[src/rtl/ram16k_arbiter_pkg.sv]
// ram_arb_pkg: shared widths and types for ram16k_arbiter.
// Optional statistics counters are enabled with RAM16K_ARB_STATS_EN.
package ram_arb_pkg;
  localparam int DATA_W = 16;
  localparam int ADDR_W = 14;
  typedef enum logic {PORT_A, PORT_B} port_e;
  typedef struct packed {
    logic              we;
    logic [ADDR_W-1:0] addr;
    logic [DATA_W-1:0] wdata;
  } ram_req_t;
endpackage

[src/rtl/ram16k_arbiter_rr_arb2.sv]
// rr_arb2: two-way round-robin pick; on conflict the port not served last wins.
module rr_arb2 (
  input  logic req_a,
  input  logic req_b,
  input  logic last_b,
  output logic gnt_a,
  output logic gnt_b
);
  assign gnt_a = req_a & (~req_b | last_b);
  assign gnt_b = req_b & (~req_a | ~last_b);
endmodule

[src/rtl/ram16k_arbiter.sv]
// ram16k_arbiter: shares one RAM16K between ports A and B, one access per cycle, round-robin.
// Define RAM16K_ARB_STATS_EN to add saturating grant/conflict counters.
module ram16k_arbiter import ram_arb_pkg::*; #(
  parameter int DATA_W = ram_arb_pkg::DATA_W,
  parameter int ADDR_W = ram_arb_pkg::ADDR_W
`ifdef RAM16K_ARB_STATS_EN
  , parameter int CNT_W = 16
`endif
) (
  input  logic              clk,
  input  logic              reset,
  input  logic              a_req,
  input  logic              a_we,
  input  logic [ADDR_W-1:0] a_addr,
  input  logic [DATA_W-1:0] a_wdata,
  output logic              a_gnt,
  output logic              a_rvalid,
  output logic [DATA_W-1:0] a_rdata,
  input  logic              b_req,
  input  logic              b_we,
  input  logic [ADDR_W-1:0] b_addr,
  input  logic [DATA_W-1:0] b_wdata,
  output logic              b_gnt,
  output logic              b_rvalid,
  output logic [DATA_W-1:0] b_rdata,
  output logic [ADDR_W-1:0] ram_address,
  output logic [DATA_W-1:0] ram_in,
  output logic              ram_load,
  input  logic [DATA_W-1:0] ram_out
`ifdef RAM16K_ARB_STATS_EN
  , output logic [CNT_W-1:0] a_gnt_cnt,
  output logic [CNT_W-1:0]   b_gnt_cnt,
  output logic [CNT_W-1:0]   conflict_cnt
`endif
);
  logic              last_b_q, a_rvalid_q, b_rvalid_q;
  logic [DATA_W-1:0] a_rdata_q, b_rdata_q;
  port_e             sel;
  // Requests are masked during reset so nothing is granted or written.
  rr_arb2 u_arb (
    .req_a (a_req & ~reset),
    .req_b (b_req & ~reset),
    .last_b(last_b_q),
    .gnt_a (a_gnt),
    .gnt_b (b_gnt)
  );
  always_comb begin
    sel         = b_gnt ? PORT_B : PORT_A;
    ram_address = (sel == PORT_B) ? b_addr : a_addr;
    ram_in      = (sel == PORT_B) ? b_wdata : a_wdata;
    ram_load    = (a_gnt & a_we) | (b_gnt & b_we);
  end
  always_ff @(posedge clk or posedge reset) begin
    if (reset) begin
      last_b_q   <= 1'b1;
      a_rvalid_q <= 1'b0;
      b_rvalid_q <= 1'b0;
      a_rdata_q  <= '0;
      b_rdata_q  <= '0;
    end else begin
      if (a_gnt | b_gnt) last_b_q <= b_gnt;
      a_rvalid_q <= a_gnt & ~a_we;
      b_rvalid_q <= b_gnt & ~b_we;
      if (a_gnt & ~a_we) a_rdata_q <= ram_out;
      if (b_gnt & ~b_we) b_rdata_q <= ram_out;
    end
  end
  assign a_rvalid = a_rvalid_q;
  assign b_rvalid = b_rvalid_q;
  assign a_rdata  = a_rdata_q;
  assign b_rdata  = b_rdata_q;
`ifdef RAM16K_ARB_STATS_EN
  localparam logic [CNT_W-1:0] CNT_MAX = '1;
  logic [CNT_W-1:0] a_cnt_q, a_cnt_d, b_cnt_q, b_cnt_d, c_cnt_q, c_cnt_d;
  always_comb begin
    a_cnt_d = a_cnt_q + CNT_W'(a_gnt && a_cnt_q != CNT_MAX);
    b_cnt_d = b_cnt_q + CNT_W'(b_gnt && b_cnt_q != CNT_MAX);
    c_cnt_d = c_cnt_q + CNT_W'(a_req && b_req && !reset && c_cnt_q != CNT_MAX);
  end
  always_ff @(posedge clk or posedge reset) begin
    if (reset) begin
      a_cnt_q <= '0;
      b_cnt_q <= '0;
      c_cnt_q <= '0;
    end else begin
      a_cnt_q <= a_cnt_d;
      b_cnt_q <= b_cnt_d;
      c_cnt_q <= c_cnt_d;
    end
  end
  assign a_gnt_cnt    = a_cnt_q;
  assign b_gnt_cnt    = b_cnt_q;
  assign conflict_cnt = c_cnt_q;
`endif
endmodule

[config.mk]
export PLATFORM = sky130hd
export DESIGN_NAME = ram16k_arbiter
export DESIGN_NICKNAME = d
export VERILOG_FILES = /design/src/rtl/ram16k_arbiter_pkg.sv /design/src/rtl/ram16k_arbiter_rr_arb2.sv /design/src/rtl/ram16k_arbiter.sv
export SDC_FILE = /design/constraint.sdc
export NUM_CORES = 1
export LEC_CHECK = 0
export CORE_MARGIN = 3
export CORE_UTILIZATION = 32
export DETAILED_ROUTE_END_ITERATION = 8
export GPL_TIMING_DRIVEN = 0
export PLACE_DENSITY = 0.8
export SYNTH_ARGS = -nofsm -noshare
export SYNTH_HDL_FRONTEND = slang
export SYNTH_SLANG_ARGS = --single-unit
[constraint.sdc]
create_clock -name clk -period 2.3 [get_ports clk]
set_clock_uncertainty 0.2 [all_clocks]
set_input_delay 0.46 -clock clk [delete_from_list [all_inputs] [get_ports clk]]
set_output_delay 0.46 -clock clk [all_outputs]
set_load 0.03 [all_outputs]
After elaboration in Yosys (flattened, before gate mapping) --
Cells that the tools add are included.
Storage, ports and cells: register bits after elaboration 35, bits of input ports 82, output and inout port bits 67, word-level logic and storage cells 26
Operators by class: muxes and demuxes 3, bitwise logic cells 18
Operators by type and width (count):
- 16-bit two-way mux | 1
- 14-bit two-way mux | 1
- 1-bit AND | 8
- 1-bit NOT | 6
- 1-bit bitwise OR | 4
- 1-bit two-way mux | 1

Logic depth before layout (Yosys ltp) --
word-level depth 7, mapped depth 5, gate-level depth less buffers 4

Modules after synthesis --
Synthesis repeated with hierarchy kept, for this count alone.
Second synthesis, totals: cell total of the unflattened synthesis 117, area, all modules 1752.9 µm²
By module, submodules not included:
- ram16k_arbiter | instances 1, cells each 114, area an instance 1734.2 µm², seq. area each 877.1 µm²
- rr_arb2 | instances 1, cells each 3, area an instance 18.8 µm², seq. area each 0.0 µm²

Worst setup path before layout --
No wires, ideal clock.
path type input to output, start point input reset, end point output ram_load, arrival time 1.615 ns, slack 0.025 ns, stages on the path 5, cells stage by stage nand2b_2 a21o_2 buf_2 inv_1 a22o_1
Between the ends: word-level cells in the longest chain between the ends 7
Ends and longest elaborated chain:
- start: declaration | RTL line ram16k_arbiter.sv:11 | input logic reset,
- 1-bit NOT (*) | RTL line ram16k_arbiter.sv:41, ram16k_arbiter.sv:42
- 1-bit AND | RTL line ram16k_arbiter.sv:41 | .req_a (a_req & ~reset),
- 1-bit NOT | RTL line ram16k_arbiter_rr_arb2.sv:10 | assign gnt_b = req_b & (~req_a | ~last_b);
- 1-bit bitwise OR | RTL line ram16k_arbiter_rr_arb2.sv:10
- 1-bit AND (*) | RTL line ram16k_arbiter_rr_arb2.sv:10
- net b_gnt | RTL line ram16k_arbiter.sv:23 | output logic b_gnt,
- 1-bit AND (*) | RTL line ram16k_arbiter.sv:51 | ram_load = (a_gnt & a_we) | (b_gnt & b_we);
- 1-bit bitwise OR (*) | RTL line ram16k_arbiter.sv:51
- end: declaration | RTL line ram16k_arbiter.sv:28 | output logic ram_load,
Mark *: on every way through the listed nets, which the timed path passes. The rest lies on a longest branch.

Worst setup path in the final report --
start point input a_req, end point output ram_address[12]
Between the ends: word-level cells in the longest chain between the ends 6
Ends and longest elaborated chain:
- start: declaration | RTL line ram16k_arbiter.sv:12 | input logic a_req,
- 1-bit AND | RTL line ram16k_arbiter.sv:41
- 1-bit NOT | RTL line ram16k_arbiter_rr_arb2.sv:10
- 1-bit bitwise OR | RTL line ram16k_arbiter_rr_arb2.sv:10
- 1-bit AND | RTL line ram16k_arbiter_rr_arb2.sv:10
- 1-bit two-way mux | RTL line ram16k_arbiter.sv:48 | sel = b_gnt ? PORT_B : PORT_A;
- 14-bit two-way mux | RTL line ram16k_arbiter.sv:49 | ram_address = (sel == PORT_B) ? b_addr : a_addr;
- end: declaration | RTL line ram16k_arbiter.sv:26 | output logic [ADDR_W-1:0] ram_address,
Every way passes these cells.

==> metrics.md <==
| Metric | Value |
|---|---|
| Status | finished, violations left |
| Failing checks | setup timing |
| Max H-tree Level | 2 |
| Number of port buffers | around 150 |
| Critical path arrival | 1.75 ns |
| Yosys warning total | 0 |
| Leakage Power | ~1.7 nW |
| TNS Setup | -1.121 ns |
| CP endpoint | ram_address[12] |
| Area Overhead vs Synth | 110.6% |
| Core area | 0.005270 mm^2 |
| Worst Setup SP | a_req |
| Final period utilization | 104.8% |
| Footprint of the multi-input gates | just under 0.001 mm^2 |
| Synthesized Nets | 196 |
| Drt pass-1 iters | 2 |
| Placer congestion estimate | 0.7205 |
| CTS tree | yes |
| FF-to-FF path depth | 6 |
| Die Wd | 80.96 um |
| Routed Antenna Nets | 0 |
| Least-Margin Pin Slew | about 0.72 ns |
| Row cnt | 26 |
| Die area | 0.006554 mm^2 |
| Total of max-cap violations | 0 |
| Syn_area_per_cell | 15.77 um^2 |
| Critical Setup Path Class | in -> out |
| DP HPWL | 4818 um |
| Num ports | 149 |
| Layout cell share with drive strength beyond 1 | a little under half |
| Mapped Area | ~0.0018 mm^2 |
| Initial Util | around 34% |
| Via count | 1583 |
| WHS | between 0.08 and 0.09 ns |
| Initial DRC count | 7 |
| Worst hold path class | in -> async |
| Flop-to-flop setup slack | roughly 0.14 ns |
| Non-Filler Instances | 348 |
| Power Density | 736.2 mW/mm^2 |
| Initial antenna violation count | 0 |
| Die Ht | ~80 um |
| Filler cell count | 343 |
| Largest net degree at the start of global routing | 36 |
| Post-synth cell types | 15 |
| Core Util, Final | 71.84% |
| Clk sinks | 35 |
| Worst VDD drop | 0.0003563 V |
| WL per Instance | 18.09 um |
| Startpoint types | input port |
| Clock Latency Late Sink | 0.28 ns |
| Yosys reg bits | 35 |
| CTS max path bufs | 2 |
| Crit. End Element | output pin |
| DP Cell Count | 332 |
| First-pass GRT wire length | roughly 9900 um |
| Final Power | 2.787 mW |
| Final Max Slew Viols | 0 |
| Final worst slack | -0.1111 ns |
| Via density | about 4.5 |
| RSZ-0062 raised after global routing | yes |
| Critical Path RT | 1.64 ns |
| Vias in the first global route | roughly 1900 |
| Crit Reg-Reg Startpoint | last_b_q |
| Crit path max fanout | 5 |
| Aggregate global routing overflow | 0 |
| R2R Path End | a_rdata[14] |
| N_diodes | 0 |
| Hold Fails Final Rpt | 0 |
| Finish-stage setup viols | 16 |
| Gr usage total | 20.37% |
| Slew margin rel. | 51.93% |
| FF/Latch Area | about 880 um^2 |
| Final critical-path required period | 2.411 ns |
| NumNets Final | approximately 360 |
| Root Buffer Master | clkbuf_8 |
| Peak Freq | 0.4147 GHz |
| Residual DRC count | 0 |
| Post-CTS Hold Fix Bufs | 0 |
| Total wire length | 6296 um |
| Worst-path clk slew | 0.07 ns |
| Post-Synthesis Cells | 114 |
| Total CTS buffers | 5 |
| Sequential element share of the synthesized area | 48.78% |
[sequential cells by signal (all words and copies together) (netlist names)]
register and cells:
a_rdata 16, a_rvalid 1, b_rdata 16, b_rvalid 1, last_b_q 1
[stage by stage]
step | area [um^2] | setup WS [ns]
finish | 3786 | -0.1111
global route | 3786 | -0.1703
CTS | 3820 | -0.1119
detailed placement | 3367 | -0.8817
global placement | 3367 | -0.8643
floorplan | 1798 | 0.02471
[cell usage in the layout (no fill, tap or decap), drive strengths merged, types with 2 or more instances in the layout]
| master | instances |
|---|---|
| a211oi | 2 |
| buf | 46 |
| clkbuf | 7 |
| clkdlybuf4s15 | 2 |
| clkdlybuf4s50 | 112 |
| dfrtp | 34 |
| inv | 3 |
| mux2 | 62 |
| nand2b | 2 |
[cell families after synthesis]
logic type	Yosys count	share of synthesized area [%]
AO/OA/AOI/OAI	6	3.758
buffers and inverters	8	3.688
flip-flops	35	48.78
multiplexers	62	42.59
AND/OR/NAND/NOR	3	1.183
[timing repair]
action	in CTS	in global routing
setup endpoints to repair	33	33
hold endpoints to repair	0	0
cloned	3	0
setup buffers	5	2
gates resized for setup	281	4
pin swaps	2	2
[synth_stat cells]
library cell	instances	area [um^2]
dfstp_2	1	26.28
a22o_1	1	8.760
buf_12	2	40.04
nand2_1	1	3.750
o21ai_0	1	5.000
mux2_2	44	495.5
inv_1	2	7.510
a21o_2	1	8.760
dfrtp_1	34	850.8
inv_2	1	3.750
nand2b_2	2	17.52
a211oi_4	2	40.04
a21oi_1	1	5.000
buf_2	3	15.01
mux2_4	18	270.3
[worst min path at each step]
stage                      from           to  slack (ns)
global route              reset  a_rdata[11]        0.15
finish                    reset  a_rdata[14]        0.09
CTS                       reset     last_b_q        0.27
detailed placement  b_rdata[10]  b_rdata[10]        0.29
global placement    b_rdata[10]  b_rdata[10]        0.29
floorplan              last_b_q     last_b_q        0.30
[layout make-up]
cell class | instances | area share, %
clock inverters | 2 | 0.9253
clock buffers | 6 | 2.181
repair buffers | 156 | 42.96
plain buffers | 5 | 2.247
well taps | 70 | 2.313
multi-input cells | 71 | 25.84
flip-flops and latches | 35 | 23.17
inverters | 3 | 0.3635
[layer usage]
layer | vias to the layer above | wire [um] | track usage, %
met4 | 0 | 104 | 4.561
li1 | 735 | - | -
met5 | - | 0 | 0
met2 | 87 | 3197 | 35.06
met3 | 9 | 683 | 9.978
met1 | 752 | 2311 | 22.67
[report_power, final]
| group | internal (mW) | total (mW) | switching (mW) |
|---|---|---|---|
| Combinational | 0.721 | 1.37 | 0.652 |
| Clock | 0.351 | 0.564 | 0.213 |
| Sequential | 0.766 | 0.850 | 0.0845 |
[critical path, stage by stage]
cell             delay, ns
clkdlybuf4s15_2       0.23
a21o_4                0.24
buf_12                0.13
buf_12                0.12
buf_8                 0.13
mux2_4                0.30
buf_6                 0.14
Power figures use the tool's default switching activity.
